===== src/rtl/if_prefetch_queue.sv =====
// if_prefetch_queue: owns the fetch PC and buffers fetched words in a small FIFO
// ahead of the IF/ID register; a redirect flushes the FIFO and re-steers fetch.
module if_prefetch_queue #(
    parameter int          DEPTH     = 4,
    parameter logic [31:0] RESET_PC  = 32'h0000_0000,
    parameter logic [31:0] NOP_INSTR = 32'h0000_0013
) (
    input  logic                     clk,
    input  logic                     reset,
    output logic [31:0]              imem_addr,
    output logic                     imem_req,
    input  logic [31:0]              imem_instr,
    input  logic                     redirect,
    input  logic [31:0]              redirect_target,
    input  logic                     deq_en,
    output logic                     if_valid,
    output logic [31:0]              if_pc,
    output logic [31:0]              if_instr,
    output logic [31:0]              if_pc_next,
    output logic [$clog2(DEPTH):0]   count
);
    localparam int          AW   = $clog2(DEPTH);
    localparam logic [AW:0] FULL = (AW+1)'(DEPTH);

    logic [31:0]   r_pc_mem    [DEPTH];
    logic [31:0]   r_instr_mem [DEPTH];
    logic [AW-1:0] r_wr_ptr;
    logic [AW-1:0] r_rd_ptr;
    logic [AW:0]   r_count;
    logic [31:0]   r_fetch_pc;
    logic          w_empty;
    logic          w_pop;
    logic          w_push;

    assign w_empty = (r_count == '0);
    assign w_pop   = deq_en && !w_empty && !redirect;
    // Gating with reset keeps imem_req low and blocks memory writes while in reset.
    assign w_push  = reset && !redirect && (r_count < FULL || w_pop);

    always_ff @(posedge clk or negedge reset) begin
        if (!reset) begin
            r_wr_ptr   <= '0;
            r_rd_ptr   <= '0;
            r_count    <= '0;
            r_fetch_pc <= RESET_PC;
        end else if (redirect) begin
            r_wr_ptr   <= '0;
            r_rd_ptr   <= '0;
            r_count    <= '0;
            r_fetch_pc <= {redirect_target[31:2], 2'b00};
        end else begin
            if (w_push) begin
                r_wr_ptr   <= r_wr_ptr + AW'(1);
                r_fetch_pc <= r_fetch_pc + 32'd4;
            end
            if (w_pop)
                r_rd_ptr <= r_rd_ptr + AW'(1);
            r_count <= r_count + (AW+1)'(w_push) - (AW+1)'(w_pop);
        end
    end

    always_ff @(posedge clk) begin
        if (w_push) begin
            r_pc_mem[r_wr_ptr]    <= r_fetch_pc;
            r_instr_mem[r_wr_ptr] <= imem_instr;
        end
    end

    assign imem_addr  = r_fetch_pc;
    assign imem_req   = w_push;
    assign count      = r_count;
    assign if_valid   = !w_empty;
    assign if_pc      = w_empty ? 32'd0 : r_pc_mem[r_rd_ptr];
    assign if_instr   = w_empty ? NOP_INSTR : r_instr_mem[r_rd_ptr];
    assign if_pc_next = if_pc + 32'd4;
endmodule


===== config.mk =====
export PLATFORM = sky130hd
export DESIGN_NAME = if_prefetch_queue
export DESIGN_NICKNAME = d
export VERILOG_FILES = /design/src/rtl/if_prefetch_queue.sv
export SDC_FILE = /design/constraint.sdc
export NUM_CORES = 1
export LEC_CHECK = 0
export ABC_AREA = 1
export BUFFER_PORTS_ARGS = -buffer_cell sky130_fd_sc_hd__buf_2
export CELL_PAD_IN_SITES_DETAIL_PLACEMENT = 0
export CELL_PAD_IN_SITES_GLOBAL_PLACEMENT = 1
export CORE_UTILIZATION = 40
export DETAILED_ROUTE_END_ITERATION = 8
export PLACE_DENSITY_LB_ADDON = 0.2
export SYNTH_ARGS = -nofsm -noshare
export SYNTH_HDL_FRONTEND = slang
export SYNTH_SLANG_ARGS = --single-unit

===== constraint.sdc =====
create_clock -name clk -period 4 [get_ports clk]
set_input_delay 0.8 -clock clk [delete_from_list [all_inputs] [get_ports clk]]
set_output_delay 0.8 -clock clk [all_outputs]
set_load 0.02 [all_outputs]

# After elaboration in Yosys (flattened, before gate mapping)
# Memories as Yosys holds them, arrays and structs flattened.
# Index checks and enable logic that the tools add are counted.
classes:
  add_sub_neg: 6
  order_cmp: 1
  muxes: 11
  n_reduce_logical: 10
op_table:
  columns: ["operator", "n"]
  rows:
  - ["$mux 32", 4]
  - ["$add 32x3->32 const B", 2]
  - ["$mux 2", 4]
  - ["$add 2x1->2 const B", 2]
  - ["$logic_and 1x1->1", 4]
  - ["$reduce_bool 2->1", 2]
  - ["$add 3x1->3", 1]
  - ["$logic_not 3->1", 1]
  - ["$lt 3x3->1 const B", 1]
  - ["$mux 3", 1]
  - ["$sub 3x1->3", 1]
  - ["$logic_not 1->1", 2]
  - ["$mux 1", 2]
  - ["$logic_or 1x1->1", 1]
word_totals:
  ff_bits: 39
  ramBits: 256
  out_inout_bits: 133
  elab_cells: 34
  n_memories: 2
mem_list:
  columns: ["name", "depth", "word_bits", "read_ports", "rd_ports_with_merged_regs", "wr", "line_no", "rtl"]
  rows:
  - ["r_instr_mem", 4, 32, 1, 0, 1, "26", "logic [31:0] r_instr_mem [DEPTH];"]
  - ["r_pc_mem", 4, 32, 1, 0, 1, "25", "logic [31:0] r_pc_mem [DEPTH];"]

# Depth between registers and ports, before layout
depth:
  word_depth: 9
  ltp_mapped: 14

# Least setup slack after synthesis
# Ideal clock, no wire load.
synth_path:
  kind: "input to register"
  start: "input redirect"
  end: "memory r_instr_mem[0][0] (enable)"
  setup_time_ns: 0.482
  arrival_ns: 4.312
  path_slack_ns: -0.795
  stages: 7
  path_buffers: 2
  path_cell_list: "buf_2 > inv_1 > nand2_1 > a21oi_1 > clkinv_1 > clkbuf_1 > nor2_1"
synth_via:
  elab_chain_cells: 6
  elab_cells_between_ends: 7
synth_rtl:
  columns: ["element", "line_no", "rtl"]
  rows:
  - ["start, declared", "13", "input logic redirect,"]
  - ["$logic_not 1->1 (*)", "36, 38", null]
  - ["$logic_and 1x1->1", "36", "assign w_pop = deq_en && !w_empty && !redirect;"]
  - ["$logic_or 1x1->1", "38", "assign w_push = reset && !redirect && (r_count < FULL || w_pop);"]
  - ["$logic_and 1x1->1 (*)", "38", null]
  - ["$mux 1 (*)", "63", "if (w_push) begin"]
  - ["$mux 1 (implied by the code) (*)", "65", "r_instr_mem[r_wr_ptr] <= imem_instr;"]
  - ["end, declared", "26", null]
# Mark *: on every way between the ends. The rest lies on a longest branch, timed or not.

# Worst setup path in the final report
layout_path:
  start: "register r_rd_ptr[0]"
  end: "output if_pc_next[27]"
layout_via:
  elab_chain_cells: 3
layout_rtl:
  columns: ["element", "line_no", "rtl"]
  rows:
  - ["start, declared", "28", "logic [AW-1:0] r_rd_ptr;"]
  - ["start signal, assigned", "57", "r_rd_ptr <= r_rd_ptr + AW'(1);"]
  - ["$mem_v2 4x32", null, null]
  - ["$mux 32", "73", "assign if_pc = w_empty ? 32'd0 : r_pc_mem[r_rd_ptr];"]
  - ["$add 32x3->32", "75", "assign if_pc_next = if_pc + 32'd4;"]
  - ["end, declared", "19", "output logic [31:0] if_pc_next,"]
# No other way between the ends.

==> results.toml <==
[synthesis]
synthDistinctLibCells = 40
yosysTopAreaCellShare_pct = 55.3
post_synth_inst_count = 1358
yosysSeqAreaShare_pct = 62.2
post-synth-top-count-cell = "nand2_1"
synth_edf_count = 248
synth_area_leaders = "edfxtp_1, nand2_1, dfrtp_1, nor2_1, nand3_1"
synthTopCellsByCount = "nand2_1, edfxtp_1, nor2_1"
synth_flop_cell = "edfxtp_1"
synth.cell_area_um2 = 13500
syn_area_per_cell_um2 = 9.92
synth_warnings = 0
async_flop_share_pct = 13.0
synth_top_area_cell = "edfxtp_1"
synth-seq-cells = 285

[timing]
setup_violations = 0
timing.final.crit_share_pct = 93.8
hold_viol_final = 0
finalCriticalPeriod_ns = 3.75
slew-limit-headroom_pct = 62.0
drv_slew = 0
tightest_slew_ns = 0.571
rsz0062_at_grt = "no"
fin_worst_skew_ns = 0.0131
max_freq_mhz = 266

[floorplan]
start_util_pct = 41.0
die_w_um = 185
die_h_um = 185
num_rows = 66
dieArea_um2 = 34400
core_area_um2 = 32900
ios = 201

[global_route]
grt_pass1_vias = 9399
grt_max_degree = 112
grt_usage_pct = 20.4
grt_first_pass_wirelength_um = 53200
overflow = 0
antenna_found_initial = 3

[clock_network]
clkSinkCount = 285
h-tree-depth = 1
cts_root_buffer = "clkbuf_16"
clock_path_buffers = 3
path_clk_slew_ns = 0.06
numCtsBuffers = 29
cts_tree = "done"
worstSkewPairLatency_ns = 0.55

[detailed_routing]
wl_um = 35000
via_per_inst = 4.92
drt_iter0_drc = 654
via_count = 9923
drc = 0
ant_nets = 0
firstDrtPassIters = 5
routedWlPerCell_um = 17.4

[finish]
nets = 1626
drive_above_1_share_pct = 21.4
finalInstanceArea_um2 = 15900
area_growth_pct = 18.1

[power]
power_frac_seq_pct = 36.6
p_leak_uw = 0.00643
combPwrFrac_pct = 38.1
internal_power_uw = 6080
power_density_nw_per_um2 = 636
vdd_ir_drop_max_v = 0.000332
swShare_pct = 40.0
pwr-share-clk_pct = 25.3
power_uw = 10100
p_sw_uw = 4050

[job]
drv_cap = 0

[place]
place.gp.congestion = 0.878
dp_hpwl_um = 23000
detailed_place.area_um2 = 15000
port_buffers = 192

[critical_path]
path_class = "flip-flop to output port"
crit_arrival_ns = 2.95
crit_path_end_kind = "output port"
critPathLaunchType = "flip-flop"
path_max_fanout = 40
worst_ep_required_time_ns = 3.20

[status]
status = "complete, no violations"

[min_path]
hp-class = "primary input to async pin"
registers in the layout, summed over array words and instances, names as in the netlist:
register     cells
r_pc_mem       120
r_rd_ptr         2
imem_addr       30
count            3
r_instr_mem    128
r_wr_ptr         2
per-stage QoR:
step,utilization (%),setup slack [ns],TNS (ns),hold WS (ns),instances
after floorplan,-,-0.795,-197.11,0.504,1363
after detailed placement,45.5,0.685,0,0.560,1959
final,48.4,0.246,0,0.399,2016
after global placement,45.5,0.687,0,0.553,1959
after CTS,48.3,0.0918,0,0.421,2013
after global routing,48.4,0.0149,0,0.430,2015
power groups by stage:
| stage | clock network, µW | logic [µW] | registers (µW) |
|---|---|---|---|
| 2_1_floorplan | 0 | 2550 | 3740 |
| 3_5_place_dp | 0 | 3860 | 3760 |
| 6_report | 2560 | 3850 | 3710 |
| 5_1_grt | 2740 | 4240 | 3730 |
| 4_1_cts | 2620 | 3870 | 3700 |
| 3_3_place_gp | 0 | 3830 | 3750 |
kinds of logic after synthesis:
kind of cell	count (synthesis)	share of synthesized area, %
AO/OA/AOI/OAI	135	5.45
adder cells (fa/ha/maj)	9	0.892
buffers and inverters	162	5.39
other	1	0.0278
XOR/XNOR	36	2.34
flip-flops	285	62.2
AND/OR/NAND/NOR	730	23.7
cell type report:
| cell class | count | area [µm²] |
|---|---|---|
| inverter | 99 | 377 |
| tap | 442 | 553 |
| sequential | 285 | 8380 |
| clock inverter | 14 | 136 |
| antenna | 2 | 5.00 |
| multi-input combinational | 916 | 4420 |
| timing repair buffer | 218 | 1270 |
| clock buffer | 40 | 767 |
| fill | 3156 | 17000 |
worst paths after layout:
check | slack, ns | to | from | cells after the start
hold / removal | 0.40 | imem_addr[9]$_DFFE_PN0P_ | reset | 2
hold reg to reg | 0.56 | r_wr_ptr[0]$_DFFE_PN0P_ | r_wr_ptr[0]$_DFFE_PN0P_ | 1
setup reg to reg | 1.01 | count[2]$_DFF_PN0_ | count[1]$_DFF_PN0_ | 14
setup / recovery | 0.25 | if_pc_next[27] | r_rd_ptr[0]$_DFFE_PN0P_ | 13
min in group clk | 0.44 | imem_addr[9]$_DFFE_PN0P_ | redirect_target[9] | 3
max in group asynchronous | 3.20 | r_rd_ptr[0]$_DFFE_PN0P_ | reset | 2
critical path: stages (launching register included):
cell and delay, ns:
dfrtp_4 0.62, inv_6 0.18, buf_12 0.22, nand2_1 0.07
nand3_1 0.10, nand3_2 0.13, inv_2 0.11, nand2_1 0.08
nor2_2 0.14, nand2_1 0.06, nor2_1 0.29, nand3_1 0.12
nand2_1 0.09, buf_2 0.16
per-layer routing:
metal	part of all wire [%]	GRT usage [%]	up-vias
met2	46	33.0	269
met3	5.5	2.64	36
met5	0.091	0	-
met4	1.5	4.56	4
li1	-	-	4911
met1	47	29.3	4703
repair_timing:
action | in CTS | in global routing
hold buffers | 0 | 0
buffers inserted | 0 | 0
hold endpoints to repair | 0 | 0
gates resized for setup | 0 | 4
setup endpoints to repair | 0 | 13
cell usage in the layout (no fill, tap or decap), drive strengths merged:
cell,Yosys,routed
a21oi,37,37
a22o,1,1
and3,1,1
buf,46,217
bufinv,0,2
clkbuf,17,41
clkinv,2,13
conb,1,6
dfrtp,37,37
diode,0,2
edfxtp,248,248
fa,1,1
ha,8,8
inv,97,98
nand2,351,351
nand3,102,102
nand4,13,13
nor2,249,249
nor3,12,12
nor3b,1,1
nor4,1,1
o211ai,10,10
o21ai,77,77
o21bai,4,4
o221ai,2,2
o22ai,1,1
o311ai,3,3
xnor2,7,7
xor2,29,29
(Power assumes the default switching activity.)
